## src/rtl/core_sequencer.sv

```systemverilog
// core_sequencer: multi-cycle FETCH/DECODE/EXEC/MEM/WB sequencer for the RV core.
// Owns pc and the instruction register, handshakes with instruction and data
// memory, gates register-file writes and traps into an absorbing HALT state.
// Optional feature macro: CORE_SEQ_INSTRET_EN builds the retired-instruction
// counter; without it instret is tied to 0.
module core_sequencer #(
    parameter logic [31:0] RESET_VECTOR = 32'h0000_0000,
    parameter int unsigned BUS_TIMEOUT  = 255
) (
    input  logic        clk,
    input  logic        rst,
    output logic        imem_req,
    output logic [31:0] imem_addr,
    input  logic        imem_ack,
    input  logic [31:0] imem_rdata,
    output logic [31:0] instr,
    input  logic [6:0]  opcode,
    input  logic        RegWriteEn,
    input  logic        MemWrite,
    input  logic [1:0]  PCSel,
    input  logic        branch_taken,
    input  logic [31:0] target,
    output logic        dmem_req,
    output logic        dmem_we,
    input  logic        dmem_ack,
    output logic        rf_we,
    output logic [31:0] pc,
    output logic [31:0] pc_plus4,
    output logic        halt,
    output logic [2:0]  trap_cause,
    output logic [31:0] instret,
    output logic [2:0]  state
);

    typedef enum logic [2:0] {
        S_FETCH  = 3'd0,
        S_DECODE = 3'd1,
        S_EXEC   = 3'd2,
        S_MEM    = 3'd3,
        S_WB     = 3'd4,
        S_HALT   = 3'd5
    } state_t;

    localparam logic [2:0] CAUSE_ILLEGAL   = 3'd1;
    localparam logic [2:0] CAUSE_MISALIGN  = 3'd2;
    localparam logic [2:0] CAUSE_ECALL     = 3'd3;
    localparam logic [2:0] CAUSE_TIMEOUT   = 3'd4;

    // Wait counter only needs to reach BUS_TIMEOUT-1; the cycle it would
    // reach BUS_TIMEOUT without an ack is the timeout cycle.
    localparam int             WCW        = (BUS_TIMEOUT > 1) ? $clog2(BUS_TIMEOUT + 1) : 1;
    localparam logic [WCW-1:0] WAIT_LAST  = WCW'(BUS_TIMEOUT - 1);
    localparam logic           TIMEOUT_EN = (BUS_TIMEOUT != 0);

    state_t         state_reg;
    logic [31:0]    pc_reg;
    logic [31:0]    instr_reg;
    logic [2:0]     cause_reg;
    logic [WCW-1:0] wait_reg;

    logic [31:0]    next_pc;
    logic           next_pc_misaligned;
    logic           opcode_legal;
    logic           wait_expired;
    logic           retire;

    // The decoder's PC select is redundant with the opcode-based PC rules.
    logic           unused_pcsel;
    assign unused_pcsel = ^PCSel;

    assign pc_plus4     = pc_reg + 32'd4;
    assign wait_expired = TIMEOUT_EN && (wait_reg == WAIT_LAST);
    assign retire       = (state_reg == S_WB) && !next_pc_misaligned;

    // Classify the decoded opcode into the set the core can execute.
    always_comb begin
        opcode_legal = 1'b0;
        case (opcode)
            7'h03, 7'h13, 7'h1b, 7'h17, 7'h37, 7'h63, 7'h6f, 7'h23: opcode_legal = 1'b1;
            default: opcode_legal = 1'b0;
        endcase
    end

    // Select the PC that WB would commit: jal always jumps, branches jump when taken.
    always_comb begin
        next_pc = pc_plus4;
        if (opcode == 7'h6f) begin
            next_pc = target;
        end else if ((opcode == 7'h63) && branch_taken) begin
            next_pc = target;
        end
        next_pc_misaligned = (next_pc[1:0] != 2'b00);
    end

    // Main sequencer: phase transitions, pc/instr updates, trap capture and bus wait counting.
    always_ff @(posedge clk) begin
        if (rst) begin
            state_reg <= S_FETCH;
            pc_reg    <= RESET_VECTOR;
            instr_reg <= 32'h0000_0013;
            cause_reg <= 3'd0;
            wait_reg  <= '0;
        end else begin
            case (state_reg)
                S_FETCH: begin
                    if (imem_ack) begin
                        instr_reg <= imem_rdata;
                        state_reg <= S_DECODE;
                        wait_reg  <= '0;
                    end else if (wait_expired) begin
                        state_reg <= S_HALT;
                        cause_reg <= CAUSE_TIMEOUT;
                        wait_reg  <= '0;
                    end else begin
                        wait_reg  <= wait_reg + 1'b1;
                    end
                end
                S_DECODE: begin
                    wait_reg <= '0;
                    if (opcode == 7'h73) begin
                        state_reg <= S_HALT;
                        cause_reg <= CAUSE_ECALL;
                    end else if (opcode_legal) begin
                        state_reg <= S_EXEC;
                    end else begin
                        state_reg <= S_HALT;
                        cause_reg <= CAUSE_ILLEGAL;
                    end
                end
                S_EXEC: begin
                    wait_reg <= '0;
                    if ((opcode == 7'h03) || MemWrite) begin
                        state_reg <= S_MEM;
                    end else begin
                        state_reg <= S_WB;
                    end
                end
                S_MEM: begin
                    if (dmem_ack) begin
                        state_reg <= S_WB;
                        wait_reg  <= '0;
                    end else if (wait_expired) begin
                        state_reg <= S_HALT;
                        cause_reg <= CAUSE_TIMEOUT;
                        wait_reg  <= '0;
                    end else begin
                        wait_reg  <= wait_reg + 1'b1;
                    end
                end
                S_WB: begin
                    wait_reg <= '0;
                    if (next_pc_misaligned) begin
                        state_reg <= S_HALT;
                        cause_reg <= CAUSE_MISALIGN;
                    end else begin
                        pc_reg    <= next_pc;
                        state_reg <= S_FETCH;
                    end
                end
                S_HALT: begin
                    wait_reg <= '0;
                end
                default: begin
                    state_reg <= S_HALT;
                    wait_reg  <= '0;
                end
            endcase
        end
    end

`ifdef CORE_SEQ_INSTRET_EN
    logic [31:0] instret_reg;

    // Count every instruction that commits its PC in WB; wraps naturally at 2^32.
    always_ff @(posedge clk) begin
        if (rst) begin
            instret_reg <= '0;
        end else if (retire) begin
            instret_reg <= instret_reg + 32'd1;
        end
    end

    assign instret = instret_reg;
`else
    assign instret = 32'd0;
`endif

    // Strobes are decoded from the registered state and forced low during reset.
    assign imem_req   = !rst && (state_reg == S_FETCH);
    assign dmem_req   = !rst && (state_reg == S_MEM);
    assign dmem_we    = dmem_req && MemWrite;
    assign rf_we      = !rst && retire && RegWriteEn && (opcode != 7'h63) && (opcode != 7'h23);

    assign imem_addr  = pc_reg;
    assign pc         = pc_reg;
    assign instr      = instr_reg;
    assign halt       = (state_reg == S_HALT);
    assign trap_cause = cause_reg;
    assign state      = state_reg;

endmodule

```

## config.mk

```make
export PLATFORM = sky130hd
export DESIGN_NAME = core_sequencer
export DESIGN_NICKNAME = d
export VERILOG_FILES = /design/src/rtl/core_sequencer.sv
export SDC_FILE = /design/constraint.sdc
export NUM_CORES = 1
export LEC_CHECK = 0
export ABC_CLOCK_PERIOD_IN_PS = 2400
export CAP_MARGIN = 10
export CORE_MARGIN = 10
export CORE_UTILIZATION = 23
export DETAILED_ROUTE_END_ITERATION = 12
export SYNTH_ARGS = -nofsm -noshare
export SYNTH_HDL_FRONTEND = slang
export SYNTH_SLANG_ARGS = --single-unit
```

## constraint.sdc

```tcl
create_clock -name clk -period 2.4 [get_ports clk]
set_input_delay 0.24 -clock clk [delete_from_list [all_inputs] [get_ports clk]]
set_output_delay 0.24 -clock clk [all_outputs]
set_load 0.005 [all_outputs]
```

==> impl_metrics.csv, run 1 <==
group,metric,value,unit
critical_path,cp_num_buf_inv,2,
global_route,overflow,0,
die,ios,251,
finish,drive_gt1_share,14.4,%
hold_path,min_path_type,"in -> reg",
power_and_ir_drop,seq_power_share,35.8,%
global_route,busiest_layer,"met2",
clock_network,cts_buffer_depth,2,
clock_network,clock_sinks,78,
power_and_ir_drop,leakage,3.10,nW
finish,area_delta_synth_final,61.6,%
timing,setup_viol,0,
die,initial_core_util,23.5,%
critical_path,cp-end-kind,"output pin",
timing,hold_viol,0,
global_route,grt_pass1_wl,28000,um
critical_path,critPathMaxFanout,6,
synth,synth_largest_area_cell,"dfxtp_1",
synth,yosysWarnings,0,
clock_network,cts_max_level,3,
power_and_ir_drop,p_switching,1.10,mW
power_and_ir_drop,finalPower,4.03,mW
timing,fin_crit_sh,98.2,%
critical_path,r2r_start,"state[0]$_SDFFE_PP0N_",
synth,ys_top_cells_by_count,"nand2_1 (93), dfxtp_1 (78), buf_4 (66)",
critical_path,worstPathCellList,"buf_4, nand4_1, nor4_2, xor2_1, clkdlybuf4s50_1",
synth,yosysSeqAreaShare,32.5,%
power_and_ir_drop,vdd.ir_drop.worst,287,uV
run_status,outcome,"completed",
place,dp_hpwl,14600,um
critical_path,worstPathArrival,2.12,ns
critical_path,cp_slowest_cell,"clkdlybuf4s50_1",
clock_network,cts-root-buf,"clkbuf_16",
power_and_ir_drop,pwr-share-comb,23.6,%
detailed_routing,wl_per_cell,16.8,um
global_route,grt_max_degree,48,
finish,final_util,38.1,%
clock_network,cts_tree,"built",
clock_network,clkLatencyLatePin,0.34,ns
synth,synth_cell_types,69,
critical_path,crit_path_end,"pc_plus4[16]",
critical_path,worst_setup_path_start_kind,"register",
detailed_routing,wirelength,18800,um
global_route,grt.met1_usage,15.7,%
die,placementRows,52,
synth,synth_top_flop_cell,"dfxtp_1",
timing,max_freq,424,MHz
synth,yosys.area.top_type_share,32.5,%
die,die_w,165,um
global_route,gr-usage-met2,20.8,%
critical_path,ff2ff_path_depth,6,
critical_path,startpoint,"imem_addr[12]$_SDFFE_PP0P_",
synth,synth_edf_count,0,
timing,fin_skew,0.00840,ns
synth,syn_avg_cell_area,7.75,um^2
global_route,use_met3,5.40,%
critical_path,criticalPathCategory,"reg -> out",
detailed_routing,drc_errors,0,
place,place_congestion,0.839,
synth,synth_cells,621,
finish,nFillCells,2151,
synth,synth_area,4810,um^2
finish,final_cell_area,7770,um^2
timing,min_period,2.36,ns
synth,ys_top_cells_by_area,"dfxtp_1 (32%), buf_4 (10%), nand2_1 (7.3%)",
global_route,antenna_found_initial,0,
critical_path,cp.required,2.16,ns
run,cap_viol_max_count,0,
global_route,grt_use_total,13.0,%
detailed_routing,ant_nets,0,
detailed_routing,first_pass_iters,4,
critical_path,slowest_delay,0.55,ns
clock_network,clkTransAtPathRegs,0.07,ns
synth,synth.most_common_cell,"nand2_1",
critical_path,r2r_slack,0.46,ns
die,die_y,165,um
place,portBuffers,216,
critical_path,critPathTopFamily,"buffers and inverters",
die,dieArea,27100,um^2
timing,rsz0062_at_grt,"yes",
clock_network,holdBufCountCts,0,
hold_path,holdPathStages,3,
power_and_ir_drop,p_per_area,518,nW/um^2
timing,slew_violations,0,
detailed_routing,first_iter_violations,225,
detailed_routing,via_per_inst,4.56,
synth,async_flop_share,0,%
power_and_ir_drop,power_frac_clock,40.6,%
power_and_ir_drop,p_int,2.93,mW
place,place_area,7280,um^2
critical_path,path_depth,5,
global_route,grt_pass1_vias,4945,
clock_network,cts_buffers,9,
detailed_routing,vias,5106,
finish,final_nets,927,
power_and_ir_drop,switching_share,27.2,%
synth,ys_ff_latch,78,
hold_path,worst_hold_startpoint,"imem_rdata[10]",
critical_path,reg2reg_to,"imem_addr[2]$_SDFFE_PP0P_",
die,core_area,20400,um^2
finish,antenna_cells,0,
-- stage by stage --
step	worst slack (ns)	setup TNS, ns	instances	hold WS, ns
2_1_floorplan	0.430	0	652	0.364
3_3_place_gp	-0.0167	-0.0278	1097	0.440
3_5_place_dp	-0.0595	-0.294	1097	0.446
4_1_cts	-0.128	-0.247	1117	0.417
5_1_grt	-0.0962	-0.173	1119	0.427
6_report	0.0428	0	1119	0.439
-- power by group through the flow --
stage	registers (mW)	clock network [mW]	logic [mW]
3_3_place_gp	1.46	0	0.959
2_1_floorplan	1.48	0	0.436
5_1_grt	1.45	1.73	1.05
4_1_cts	1.44	1.68	0.964
6_report	1.44	1.63	0.951
3_5_place_dp	1.47	0	0.958
-- how the worst min path moves through the flow --
| stage | to | slack, ns |
|---|---|---|
| 3_3_place_gp | instr[8]$_SDFFE_PP0P_ | 0.44 |
| 2_1_floorplan | instr[0]$_SDFFE_PP1P_ | 0.36 |
| 6_report | instr[10]$_SDFFE_PP0P_ | 0.44 |
| 3_5_place_dp | instr[11]$_SDFFE_PP0P_ | 0.45 |
| 5_1_grt | instr[21]$_SDFFE_PP0P_ | 0.43 |
| 4_1_cts | instr[11]$_SDFFE_PP0P_ | 0.42 |
-- layer usage --
layer / share of wire [%] / wire length (um) / up-vias
met5: 0 / 0 / -
met4: 1.0 / 195 / 0
met3: 11 / 2030 / 14
met2: 45 / 8550 / 209
met1: 43 / 8050 / 2356
li1: - / - / 2527
-- repair_timing --
action | in CTS | in global routing
buffers inserted | 4 | 2
cloned | 0 | 0
pin swaps | 4 | 7
endpoints found under the setup margin | 17 | 15
resized for setup | 24 | 20
-- worst min-delay path: stages --
cell and delay [ns]:
clkdlybuf4s50_1 0.39, nand2_1 0.05, a21oi_1 0.05
-- cells in the final DEF (no fill, tap or decap), drive strengths merged, types with 3 or more instances in the layout --
master and instances:
clkbuf 12, buf 73, nand2b 4, a21oi 57, and3 7, inv 9
ha 3, or3 5, a32oi 3, o21ai 27, and4 18, nand2 93
xor2 13, nand3 20, nor3 9, dfxtp 78, dlygate4sd2 8, o32ai 3
nor4b 3, o211ai 6, a31oi 10, o311ai 3, clkdlybuf4s50 198, nor2b 3
conb 32, nor4 9, bufinv 3, nand4 10, o21a 3, nor3b 3
a21bo 6, dlymetal6s2s 8, xnor2 21, and2 18, nor2 37
-- cell families (layout without fill, tap and decap cells) --
logic type / after synthesis / in the layout / synth area share (%)
xor+xnor: 34 / 34 / 6.19
other cells: 1 / 32 / 0.0779
buf+inv: 116 / 313 / 14.8
compound gates: 137 / 137 / 18.4
flops: 78 / 78 / 32.5
fa+ha+maj: 3 / 3 / 0.780
simple gates: 252 / 252 / 27.4
-- final cells by class --
cell class / instances / area, um^2 / share of cell area, %
timing repair buffer: 288 / 2740 / 35.3
clock buffer: 11 / 243 / 3.12
clock inverter: 5 / 106 / 1.37
sequential: 78 / 1570 / 20.2
multi-input combinational: 458 / 2740 / 35.3
tap: 270 / 338 / 4.35
inverter: 9 / 33.8 / 0.435
No activity file was read; power rests on OpenSTA's default activity.
==> run 2: changes to the inputs <==
--- a/config.mk
+++ b/config.mk
@@ -5,7 +5,7 @@
 export SDC_FILE = /design/constraint.sdc
 export NUM_CORES = 1
 export LEC_CHECK = 0
-export ABC_CLOCK_PERIOD_IN_PS = 2400
+export ABC_CLOCK_PERIOD_IN_PS = 2000
 export CAP_MARGIN = 10
 export CORE_MARGIN = 10
 export CORE_UTILIZATION = 23
==> constraint.sdc (replaced) <==
create_clock -name clk -period 2 [get_ports clk]
set_input_delay 0.2 -clock clk [delete_from_list [all_inputs] [get_ports clk]]
set_output_delay 0.2 -clock clk [all_outputs]
set_load 0.005 [all_outputs]
==> run 2 against run 1 <==
Net effect:
- the run now ends with negative setup slack left
- sequential cell count stayed put
- clock skew hardly changed
- largest power group unchanged
- sequential share of layout area shrank 1.7 points
- die area unchanged
- worst setup slack got worse by 0.10 ns
- register-to-register slack got worse by 0.52 ns
- global-route usage rose by 0.97 points
- clock power is 8% higher
- total power up 19%
==> impl_metrics.csv, run 2 (synthesis gave the netlist of run 1 again) <==
group,metric,value,unit
finish,final_nets,1007,
clock_network,cts_max_level,3,
detailed_routing,first_iter_violations,238,
detailed_routing,vias,5553,
global_route,overflow,0,
critical_path,worstPathArrival,2.30,ns
finish,multiInputGateArea,2970,um^2
global_route,grt_max_degree,33,
critical_path,r2r_start,"state[0]$_SDFFE_PP0N_",
place,place_congestion,0.806,
power_and_ir_drop,p_per_area,556,nW/um^2
timing,min_period,2.06,ns
clock_network,clkLatencyLatePin,0.34,ns
power_and_ir_drop,finalPower,4.80,mW
detailed_routing,drc_errors,0,
power_and_ir_drop,leakage,3.60,nW
place,placedCellCount,1133,
clock_network,clkTransAtPathRegs,0.07,ns
detailed_routing,ant_nets,0,
clock_network,cts-root-buf,"clkbuf_16",
finish,final_cells,1200,
hold_path,min_path_type,"in -> reg",
detailed_routing,wirelength,20600,um
critical_path,ff2ff_path_depth,7,
finish,area_delta_synth_final,79.3,%
die,die_y,165,um
finish,ff_latch_area,1600,um^2
place,portBuffers,216,
timing,max_freq,485,MHz
die,die_w,165,um
hold_path,min_to,"instr[22]$_SDFFE_PP0P_",
global_route,antenna_found_initial,1,
timing,fin_skew,0.00804,ns
timing,setup_viol,6,
hold_path,holdPathStages,2,
hold_path,worst_hold_startpoint,"rst",
timing,setup_ws,-0.0609,ns
critical_path,r2r_slack,-0.06,ns
timing,hold_viol,0,
finish,drive_gt1_share,28.4,%
finish,nFillCells,2109,
timing,fin_crit_sh,103,%
timing,slew_violations,0,
detailed_routing,wl_per_cell,17.2,um
die,placementRows,52,
critical_path,criticalPathCategory,"reg -> reg",
critical_path,cp-end-kind,"register",
power_and_ir_drop,vdd.ir_drop.worst,370,uV
detailed_routing,first_pass_iters,5,
critical_path,cp.required,2.24,ns
critical_path,worst_setup_path_start_kind,"register",
run_status,violations,"negative setup slack",
die,initial_core_util,23.5,%
finish,final_cell_area,8630,um^2
run_status,outcome,"finished, violations left",
place,place_area,7550,um^2
timing,rsz0062_at_grt,"yes",
place,dp_hpwl,15400,um
clock_network,cts_buffer_depth,2,
detailed_routing,via_per_inst,4.63,
clock_network,cts_tree,"built",
die,dieArea,27100,um^2
die,ios,251,
global_route,grt_use_total,14.0,%
global_route,grt_pass1_wl,30200,um
clock_network,clock_sinks,78,
finish,final_common_cell,"clkdlybuf4s50_1",
global_route,grt_pass1_vias,5481,
clock_network,cts_buffers,9,
critical_path,critPathMaxFanout,7,
run,cap_viol_max_count,0,
finish,final_cell_mix,"clkdlybuf4s50_1 (182), buf_4 (124), nand2_1 (92), dfxtp_1 (59), a21oi_1 (54)",
critical_path,reg2reg_to,"imem_addr[16]$_SDFFE_PP0P_",
die,core_area,20400,um^2
run 2: cell types whose count changed in the layout (fill, tap and decap cells not counted), sizes merged, moves of 2 or more:
cell           previous run  this run
clkbuf                   12        14
dlymetal6s2s              8         3
clkdlybuf4s50           198       182
clkinv                    1         3
buf                      73       169
run 2: worst max path at each step:
stage / startpoint / end / slack, ns / depth (start not counted)
final: state[0]$_SDFFE_PP0N_ / imem_addr[16]$_SDFFE_PP0P_ / -0.06 / 7
after global routing: imem_addr[11]$_SDFFE_PP0P_ / pc_plus4[16] / -0.15 / 7
after CTS: state[1]$_SDFFE_PP0N_ / rf_we / -0.17 / 5
after detailed placement: opcode[6] / rf_we / -0.38 / 7
after global placement: opcode[6] / rf_we / -0.31 / 7
after floorplan: state[0]$_SDFFE_PP0N_ / imem_addr[28]$_SDFFE_PP0P_ / 0.04 / 7
run 2: timing repair:
item	4_1_cts	5_1_grt
gates cloned	1	1
pin swaps	39	37
resized for setup	161	52
setup endpoints to repair	37	57
hold buffers	0	0
setup buffers	33	20
run 2: through the flow:
| stage | setup slack, ns | TNS, ns | util [%] | hold WS, ns |
|---|---|---|---|---|
| after global routing | -0.149 | -1.71 | 42.2 | 0.246 |
| final | -0.0609 | -0.165 | 42.2 | 0.249 |
| after CTS | -0.174 | -2.17 | 40.6 | 0.229 |
| after global placement | -0.307 | -8.13 | 36.9 | 0.441 |
| after floorplan | 0.0447 | 0 | - | 0.324 |
| after detailed placement | -0.378 | -9.53 | 36.9 | 0.446 |
run 2: worst max-delay path: stages, from the launching register on:
cell and delay (ns):
dfxtp_2 0.31, or2_1 0.24, or4_4 0.46, buf_6 0.14, o21a_4 0.25, clkbuf_16 0.18
buf_6 0.12, o31ai_2 0.26
run 2: final cells by class:
class	instances	area share (%)
antenna	1	0.0290
clock buffer	10	2.65
clock inverter	6	0.972
tap	270	3.92
multi-input combinational	458	34.4
inverter	9	0.392
timing repair buffer	368	39.1
sequential	78	18.5
run 2: metal layers:
metal	up-vias	wire [um]	GRT usage (%)
li1	2679	-	-
met1	2605	8300	16.4
met2	248	9750	23.3
met3	21	2320	5.63
met4	0	241	3.70
met5	-	0	0
run 2: where the power goes:
part / internal [mW] / total [mW] / switching [mW] / leakage (nW)
Combinational: 0.694 / 1.30 / 0.607 / 2.80
Sequential: 1.67 / 1.73 / 0.0676 / 0.645
Clock: 1.09 / 1.76 / 0.672 / 0.157
Total: 3.45 / 4.80 / 1.35 / 3.60
==> run 3: changes to the inputs <==
--- a/config.mk
+++ b/config.mk
@@ -7,7 +7,7 @@
 export LEC_CHECK = 0
 export ABC_CLOCK_PERIOD_IN_PS = 2000
 export CAP_MARGIN = 10
-export CORE_MARGIN = 10
+export CORE_MARGIN = 5
 export CORE_UTILIZATION = 23
 export DETAILED_ROUTE_END_ITERATION = 12
 export SYNTH_ARGS = -nofsm -noshare
==> run 3 against run 2 <==
Net effect:
- the run still ends with negative setup slack left
- routed wire length decreased by 9.0%
- global-route usage increased by 0.82 points
- worst hold slack improved by 0.16 ns
- cell area decreased by 2.3%
- critical endpoint is now rf_we
==> impl_metrics.csv, run 3 (synthesis gave the netlist of run 1 again) <==
group,metric,value,unit
global_route,grt_use_total,14.8,%
global_route,grt_max_degree,41,
power_and_ir_drop,p_per_area,549,nW/um^2
power_and_ir_drop,pwr-share-comb,26.3,%
timing,min_period,2.01,ns
timing,max_freq,497,MHz
detailed_routing,ant_nets,0,
clock_network,cts_max_level,3,
timing,rsz0062_at_grt,"yes",
detailed_routing,first_iter_violations,228,
finish,final_cell_area,8430,um^2
power_and_ir_drop,p_int,3.34,mW
clock_network,clock_sinks,78,
die,die_w,155,um
detailed_routing,drc_errors,0,
clock_network,clkLatencyLatePin,0.34,ns
place,place_area,7560,um^2
place,place_congestion,0.906,
critical_path,worstPathArrival,1.81,ns
hold_path,min_path_type,"in -> reg",
critical_path,cp_slowest_cell,"or4_4",
finish,nFillCells,2194,
power_and_ir_drop,switching_share,27.7,%
timing,setup_ws,-0.0131,ns
detailed_routing,dr_wl_met2,8840,um
critical_path,criticalPathCategory,"reg -> out",
die,placementRows,53,
detailed_routing,first_pass_iters,4,
clock_network,cts_buffer_depth,2,
timing,holdWs,0.407,ns
finish,final_util,40.5,%
detailed_routing,wl_per_cell,15.8,um
timing,fin_skew,0.00853,ns
run_status,violations,"negative setup slack",
global_route,overflow,0,
finish,area_delta_synth_final,75.1,%
finish,final_cell_mix,"clkdlybuf4s50_1 (180), buf_4 (118), nand2_1 (92), dfxtp_1 (67), a21oi_1 (57)",
finish,final_nets,993,
detailed_routing,drt-met1-wl,7830,um
die,ios,251,
timing,hold_viol,0,
detailed_routing,vias,5390,
global_route,antenna_found_initial,2,
clock_network,cts_buffers,9,
critical_path,cp-end-kind,"output pin",
clock_network,holdBufCountCts,0,
critical_path,cp.required,1.80,ns
die,dieArea,23900,um^2
place,portBuffers,216,
run,cap_viol_max_count,0,
finish,antenna_cells,0,
die,die_y,155,um
timing,fin_crit_sh,101,%
detailed_routing,wirelength,18700,um
finish,final_common_cell,"clkdlybuf4s50_1",
timing,setup_viol,3,
place,dp_hpwl,13800,um
power_and_ir_drop,finalPower,4.63,mW
clock_network,cts_tree,"built",
detailed_routing,wl_met3,1780,um
critical_path,critPathMaxFanout,2,
critical_path,critPathTopFamily,"simple AND/OR/NAND/NOR gates",
detailed_routing,top_layer_used,"met5",
critical_path,worst_setup_path_start_kind,"register",
finish,drive_gt1_share,25.8,%
timing,slew_violations,0,
global_route,grt_pass1_vias,5273,
power_and_ir_drop,power_frac_clock,36.4,%
detailed_routing,via_per_inst,4.53,
timing,final.setup.tns,-0.0218,ns
critical_path,cp_num_buf_inv,1,
clock_network,clkTransAtPathRegs,0.06,ns
power_and_ir_drop,vdd.ir_drop.worst,341,uV
power_and_ir_drop,leakage,3.51,nW
clock_network,cts-root-buf,"clkbuf_16",
power_and_ir_drop,p_switching,1.28,mW
die,initial_core_util,23.1,%
critical_path,slowest_delay,0.45,ns
die,core_area,20800,um^2
power_and_ir_drop,seq_power_share,37.4,%
critical_path,worstPathCellList,"or2_1, or4_4, o21ai_4, and4_1, buf_2",
global_route,grt_pass1_wl,28600,um
run_status,outcome,"finished, violations left",
## run 3: changes by cell type in the layout (fill, tap and decap cells not counted), sizes merged
cell / previous run / this run
dlygate4sd2: 9 / 8
clkinvlp: 0 / 1
clkinv: 3 / 1
clkbuf: 14 / 20
clkdlybuf4s50: 182 / 180
bufinv: 2 / 1
dlymetal6s2s: 3 / 5
diode: 1 / 0
buf: 169 / 153
inv: 10 / 9
## run 3: worst paths after layout
| kind | startpoint | end | slack (ns) | cells past startpoint |
|---|---|---|---|---|
| min | imem_rdata[7] | instr[7]$_SDFFE_PP0P_ | 0.41 | 3 |
| max reg2reg | state[0]$_SDFFE_PP0N_ | imem_addr[24]$_SDFFE_PP0P_ | 0.08 | 6 |
| max | state[0]$_SDFFE_PP0N_ | rf_we | -0.01 | 5 |
| min reg2reg | instr[23]$_SDFFE_PP0P_ | instr[23]$_SDFFE_PP0P_ | 0.45 | 2 |
## run 3: repair_timing
item | CTS | global route
endpoints found under the setup margin | 31 | 40
buffers inserted | 28 | 12
pin swaps | 22 | 30
resized for setup | 127 | 54
## run 3: area by class of cell
type	count	area, um^2	area share [%]
Clock buffer	13	260	3.09
Clock inverter	3	42.5	0.505
Inverter	9	33.8	0.401
Multi-Input combinational cell	458	2960	35.1
Sequential cell	78	1580	18.8
Tap cell	275	344	4.08
Timing Repair Buffer	354	3200	38.0
## run 3: power by group through the flow
| stage | registers (mW) | logic (mW) | clock network (mW) |
|---|---|---|---|
| floorplan | 1.78 | 0.524 | 0 |
| finish | 1.73 | 1.22 | 1.68 |
| global placement | 1.76 | 1.16 | 0 |
| global route | 1.74 | 1.33 | 1.82 |
| CTS | 1.73 | 1.20 | 1.76 |
| detailed placement | 1.76 | 1.16 | 0 |
## run 3: metrics by stage
| stage | worst slack (ns) | instances |
|---|---|---|
| final | -0.0131 | 1190 |
| after CTS | -0.112 | 1181 |
| after global placement | -0.352 | 1137 |
| after detailed placement | -0.409 | 1137 |
| after floorplan | 0.0447 | 652 |
| after global routing | -0.142 | 1190 |
## run 3: layer usage
| layer | track usage, % | vias to the layer above |
|---|---|---|
| met4 | 4.42 | 4 |
| met3 | 5.15 | 23 |
| li1 | - | 2655 |
| met1 | 18.2 | 2470 |
| met2 | 24.6 | 238 |
| met5 | 0 | - |
## run 3: worst min-delay path, stage by stage
cell and delay [ns]:
clkdlybuf4s50_1 0.39, nand2_1 0.05, a21oi_1 0.05
==> variant 1: new RTL, settings of run 1 <==
Add a define of `CORE_SEQ_INSTRET_EN`.
--- a/src/rtl/core_sequencer.sv
+++ b/src/rtl/core_sequencer.sv
@@ -4,4 +4,6 @@
 // Optional feature macro: CORE_SEQ_INSTRET_EN builds the retired-instruction
 // counter; without it instret is tied to 0.
+`define CORE_SEQ_INSTRET_EN
+
 module core_sequencer #(
     parameter logic [31:0] RESET_VECTOR = 32'h0000_0000,
Check against the original RTL: not equivalent (Yosys sat finds a counterexample within 10 cycles, from zero or initial values and one cycle with rst high).
==> variant 1 against run 1 <==
The flow now finishes with violations (setup timing). Combinational power shrank 35%. Design area is 28% higher. First-iteration DRC count up 47%. Sequential cell count is 32 higher. Count of clock-buffer cells in the layout fell by 1. Wire length up 29%. Sequential share of layout area up 2.1 points. Total power increased by 0.86%. Critical path depth rose by 3. Worst setup slack got worse by 0.055 ns. Area after synthesis up 30%. Critical path type unchanged. Largest power group is now registers.
==> variant 1: results (changes against run 1) <==
- The leakage power figure came to 3.83 nW (+24%).
- The quantity of gates resized following cts is 66 (+180%).
- The number of failing setup endpoints in the final timing report came to 1 (+1).
- The share of the synthesized area in compound gates (AO/OA/AOI/OAI) is 17.3% (-1.0 points).
- The worst clock skew on the final layout is 0.00782 ns (-0.000586 ns).
- The endpoint of the worst hold-timing path is trap_cause[2].
- The portion of netlist area occupied by mux cells is 1.95% (+1.9 points).
- The number of buffers inserted by post-CTS setup repair is 3 (-1).
- The depth of the worst register-to-register path came to 10 (+4).
- In the post-synthesis netlist, the biggest area contributors are dfxtp_1, nand2_1, a21oi_1.
- The distinct cell type count after synthesis came to 64 (-7.2%).
- The tree is rooted in a clkbuf_16.
- The number of fill cells is 2747 (+28%).
- The net count reported at finish is 1145 (+24%).
- The final reports fail on setup timing.
- The overall routing resource usage is 13.7% (+0.69 points).
- The clock insertion delay at the later pin of the skew report is 0.36 ns (+0.02 ns).
- The total wirelength of the detailed-routed design is 24.3 mm (+29%).
- The via count of the first global-routing pass is 6777 (+37%).
- The minimum setup slack among reg-to-reg paths is 0.21 ns (-0.25 ns).
- The flow ran to the end, but the final reports show violations.
- The fraction of final layout cells sized beyond drive strength 1 came to 17.4% (+3.1 points).
- The final worst slack is -0.0123 ns (-0.0551 ns).
- The global-route wire length before repair came to 37.6 mm (+34%).
- The worst setup timing slack at the placement stage is -0.0753 ns (-0.0159 ns).
- The hold-critical path depth is 4 (+1).
- Among all stages on the critical path, the largest delay is contributed by dfxtp_2.
- The longest individual stage delay on the worst path is 0.33 ns (-0.22 ns).
- The worst reg2reg path endpoint is imem_addr[30].
- The maximum VDD drop is 0.000282 V (-1.8%).
- The number of I/O port buffers is 248 (+15%).
- The post-synthesis xor/xnor area fraction is 4.64% (-1.6 points).
- The commonest cells after synthesis are dfxtp_1, nand2_1, a21oi_1.
- The accumulated negative setup slack is -0.0123 ns (-0.0123 ns).
- The post-synthesis sequential area ratio is 35.3% (+2.9 points).
- In this run the most critical hold path is launched from rst.
- The arrival time at the worst endpoint is 2.17 ns (+0.05 ns).
- The met2 track demand over resource is 23.1% (+2.3 points).
- The global-route met1 utilization is 15.9% (+0.11 points).
- The adder-cell share of the synthesized area is 0.803% (+0.023 points).
- The sum of net half-perimeters after detailed placement was 18.3 mm (+26%).
- The number of violations reported at the end of detailed-routing iteration 0 came to 331 (+47%).
- The final weighted congestion in routability-driven placement came to 0.828 (-1.3%).
variant 1: cell count changes after synthesis, sizes merged, moves of 14 or more:
cell / run 1 / this run
a21oi: 57 / 73
buf: 80 / 52
dfxtp: 78 / 110
nand2: 93 / 109
nand3: 20 / 44
or4: 1 / 15
variant 1: per-stage QoR:
stage	instances	cell area, um^2	util [%]
floorplan	794	6230	-
global placement	1382	9340	34.8
detailed placement	1382	9340	34.8
CTS	1401	9840	36.7
global route	1407	9950	37.1
finish	1407	9950	37.1
variant 1: layout make-up:
type                    instances  area [um^2]  share of cell area, %
multi-input cells             581         3740                   37.6
repair buffers                343         3220                   32.3
flip-flops and latches        110         2210                   22.2
well taps                     341          427                   4.29
clock buffers                  10          229                   2.30
clock inverters                 6         65.1                  0.654
inverters                      16         60.1                  0.603
variant 1: where the power goes:
part           total (mW)  internal [mW]  leakage [nW]  switching [mW]
Sequential           1.91           1.88         0.896          0.0303
Combinational       0.619          0.330          2.79           0.289
Clock                1.53          0.741         0.144           0.791
Total                4.06           2.95          3.83            1.11
==> variant 2: new RTL, config.mk and constraints of run 1 <==
Without the edit above. Register the input `target` before use, without a reset. The logic sees it one clock later. The other inputs are not delayed to match.
--- a/src/rtl/core_sequencer.sv
+++ b/src/rtl/core_sequencer.sv
@@ -53,4 +53,10 @@
     localparam logic           TIMEOUT_EN = (BUS_TIMEOUT != 0);
 
+    logic [31:0] target_q;
+
+    always_ff @(posedge clk) begin
+        target_q <= target;
+    end
+
     state_t         state_reg;
     logic [31:0]    pc_reg;
@@ -86,7 +92,7 @@
         next_pc = pc_plus4;
         if (opcode == 7'h6f) begin
-            next_pc = target;
+            next_pc = target_q;
         end else if ((opcode == 7'h63) && branch_taken) begin
-            next_pc = target;
+            next_pc = target_q;
         end
         next_pc_misaligned = (next_pc[1:0] != 2'b00);
Function: changed (a bounded check fails within 4 cycles, from zero or initial values and one cycle with rst high).
==> variant 2 against run 1 <==
The run now ends with setup timing left. Design area rose by 12%. Via count grew 5.9%. Worst setup slack got worse by 0.056 ns. Sequential power increased by 35%. Register-to-register slack worse by 0.35 ns. Total power shrank 2.5%. Wire length is 5.1% higher. Area after synthesis is 13% higher. Sequential cell count increased by 32. Critical endpoint is now pc_plus4[15]. Highest routed layer unchanged.
==> variant 2: results (changes against run 1) <==
- The beginning of the worst register-to-register path is imem_addr[6].
- The final worst slack is -0.0130 ns (-0.0558 ns).
- Sorting the synthesized cells by how often they occur yields dfxtp_1, nand2_1, buf_4.
- The largest net degree at the start of global routing is 54 (+13%).
- The maximum VDD drop came to 0.000299 V (+4.1%).
- In this run the critical register-to-register path is captured at imem_addr[23].
- The hold-critical path depth is 1 (-2).
- The post-synthesis sequential area ratio is 40.6% (+8.2 points).
- The depth of the worst register-to-register path is 10 (+4).
- The arrival time at the worst endpoint came to 2.17 ns (+0.05 ns).
- The number of fill cells is 2421 (+13%).
- The final non-filler cell area is 8680 um^2 (+12%).
- The number of failing setup endpoints in the final timing report is 1 (+1).
- The count of mapped cells out of synthesis was 647 (+4.2%).
- The total routed wire length on the met1 layer is 7.89 mm (-2.0%).
- The fraction of final layout cells sized beyond drive strength 1 is 20.4% (+6.0 points).
- The synthesized flop and latch total is 110 (+41%).
- The checks that failed: setup timing.
- The first-pass iteration count of the detailed router is 5 (+1).
- The worst clock skew on the final layout was 0.00862 ns (+0.000213 ns).
- The overall routing resource usage is 12.4% (-0.59 points).
- The placed instance area is 8010 um^2 (+10%).
- The run finished, with violations left.
- The maximum fanout along the worst path is 4 (-2).
- The number of violations reported at the end of detailed-routing iteration 0 was 274 (+22%).
- The final weighted congestion in routability-driven placement is 0.807 (-3.8%).
- The worst-path cell with the longest stage delay is or4_4.
==> variant 2: cell count changes in the layout (fill, tap and decap cells not counted), moves of 7 or more <==
cell / change
and3_1: +8
and4_1: -7
xnor2_1: -8
nand2_1: +7
buf_4: +17
dfxtp_1: +25
==> variant 2: cell families after synthesis <==
family | Yosys count | share of synthesized area, %
DFF | 110 | 40.6
other | 1 | 0.0692
xor gates and xnor gates | 32 | 5.17
buffers and inverters | 116 | 13.5
adders and majority gates | 3 | 0.692
and+or+nand+nor | 259 | 24.8
AOI/OAI and AO/OA | 126 | 15.1
==> variant 2: layer usage <==
metal  vias to the layer above  GRT usage, %
li1                       2642             -
met1                      2524          13.6
met2                       226          21.0
met4                         0          3.20
met3                        14          6.36
met5                         -             0
==> variant 2: area by class of cell <==
type	instances	share of cell area (%)
repair buffers	310	33.3
multi-input cells	452	32.7
flip-flops and latches	110	25.6
well taps	319	4.60
clock buffers	11	2.91
clock inverters	5	0.490
inverters	9	0.389
==> variant 2: what timing repair did <==
item / 4_1_cts / 5_1_grt
pin swaps: 15 / 17
buffers inserted: 12 / 7
hold buffers: 0 / 0
endpoints found under the setup margin: 22 / 18
gates resized for setup: 73 / 32
cloned: 1 / 0
==> variant 2: worst max path at each step <==
| stage | start | end | slack (ns) | cells after the start |
|---|---|---|---|---|
| after floorplan | imem_addr[2] | imem_addr[22] | 0.31 | 7 |
| after global placement | imem_addr[2] | pc_plus4[20] | -0.05 | 7 |
| after detailed placement | imem_addr[3] | pc_plus4[20] | -0.10 | 7 |
| after CTS | imem_addr[6] | pc_plus4[15] | -0.09 | 7 |
| after global routing | imem_addr[5] | pc_plus4[15] | -0.08 | 7 |
| final | imem_addr[6] | pc_plus4[15] | -0.01 | 7 |
==> variant 2: critical path, delay by kind of cell (launching register included) <==
family	cells	cell delay (ns)
DFF	1	0.35
AOI/OAI and AO/OA	1	0.19
buffers and inverters	3	0.38
and+or+nand+nor	3	0.91
==> variant 2: power by group <==
part           switching (mW)  internal, mW  total [mW]
Combinational           0.222         0.278       0.499
Clock                   0.717         0.772        1.49
Sequential             0.0397          1.90        1.94
==> variant 2: per-stage QoR <==
| stage | hold WS [ns] | TNS [ns] | worst slack, ns |
|---|---|---|---|
| 6_report | 0.321 | -0.0130 | -0.0130 |
| 5_1_grt | 0.300 | -0.276 | -0.0765 |
| 4_1_cts | 0.300 | -0.0959 | -0.0932 |
| 2_1_floorplan | 0.268 | 0 | 0.306 |
| 3_5_place_dp | 0.446 | -0.159 | -0.101 |
| 3_3_place_gp | 0.441 | -0.0957 | -0.0506 |
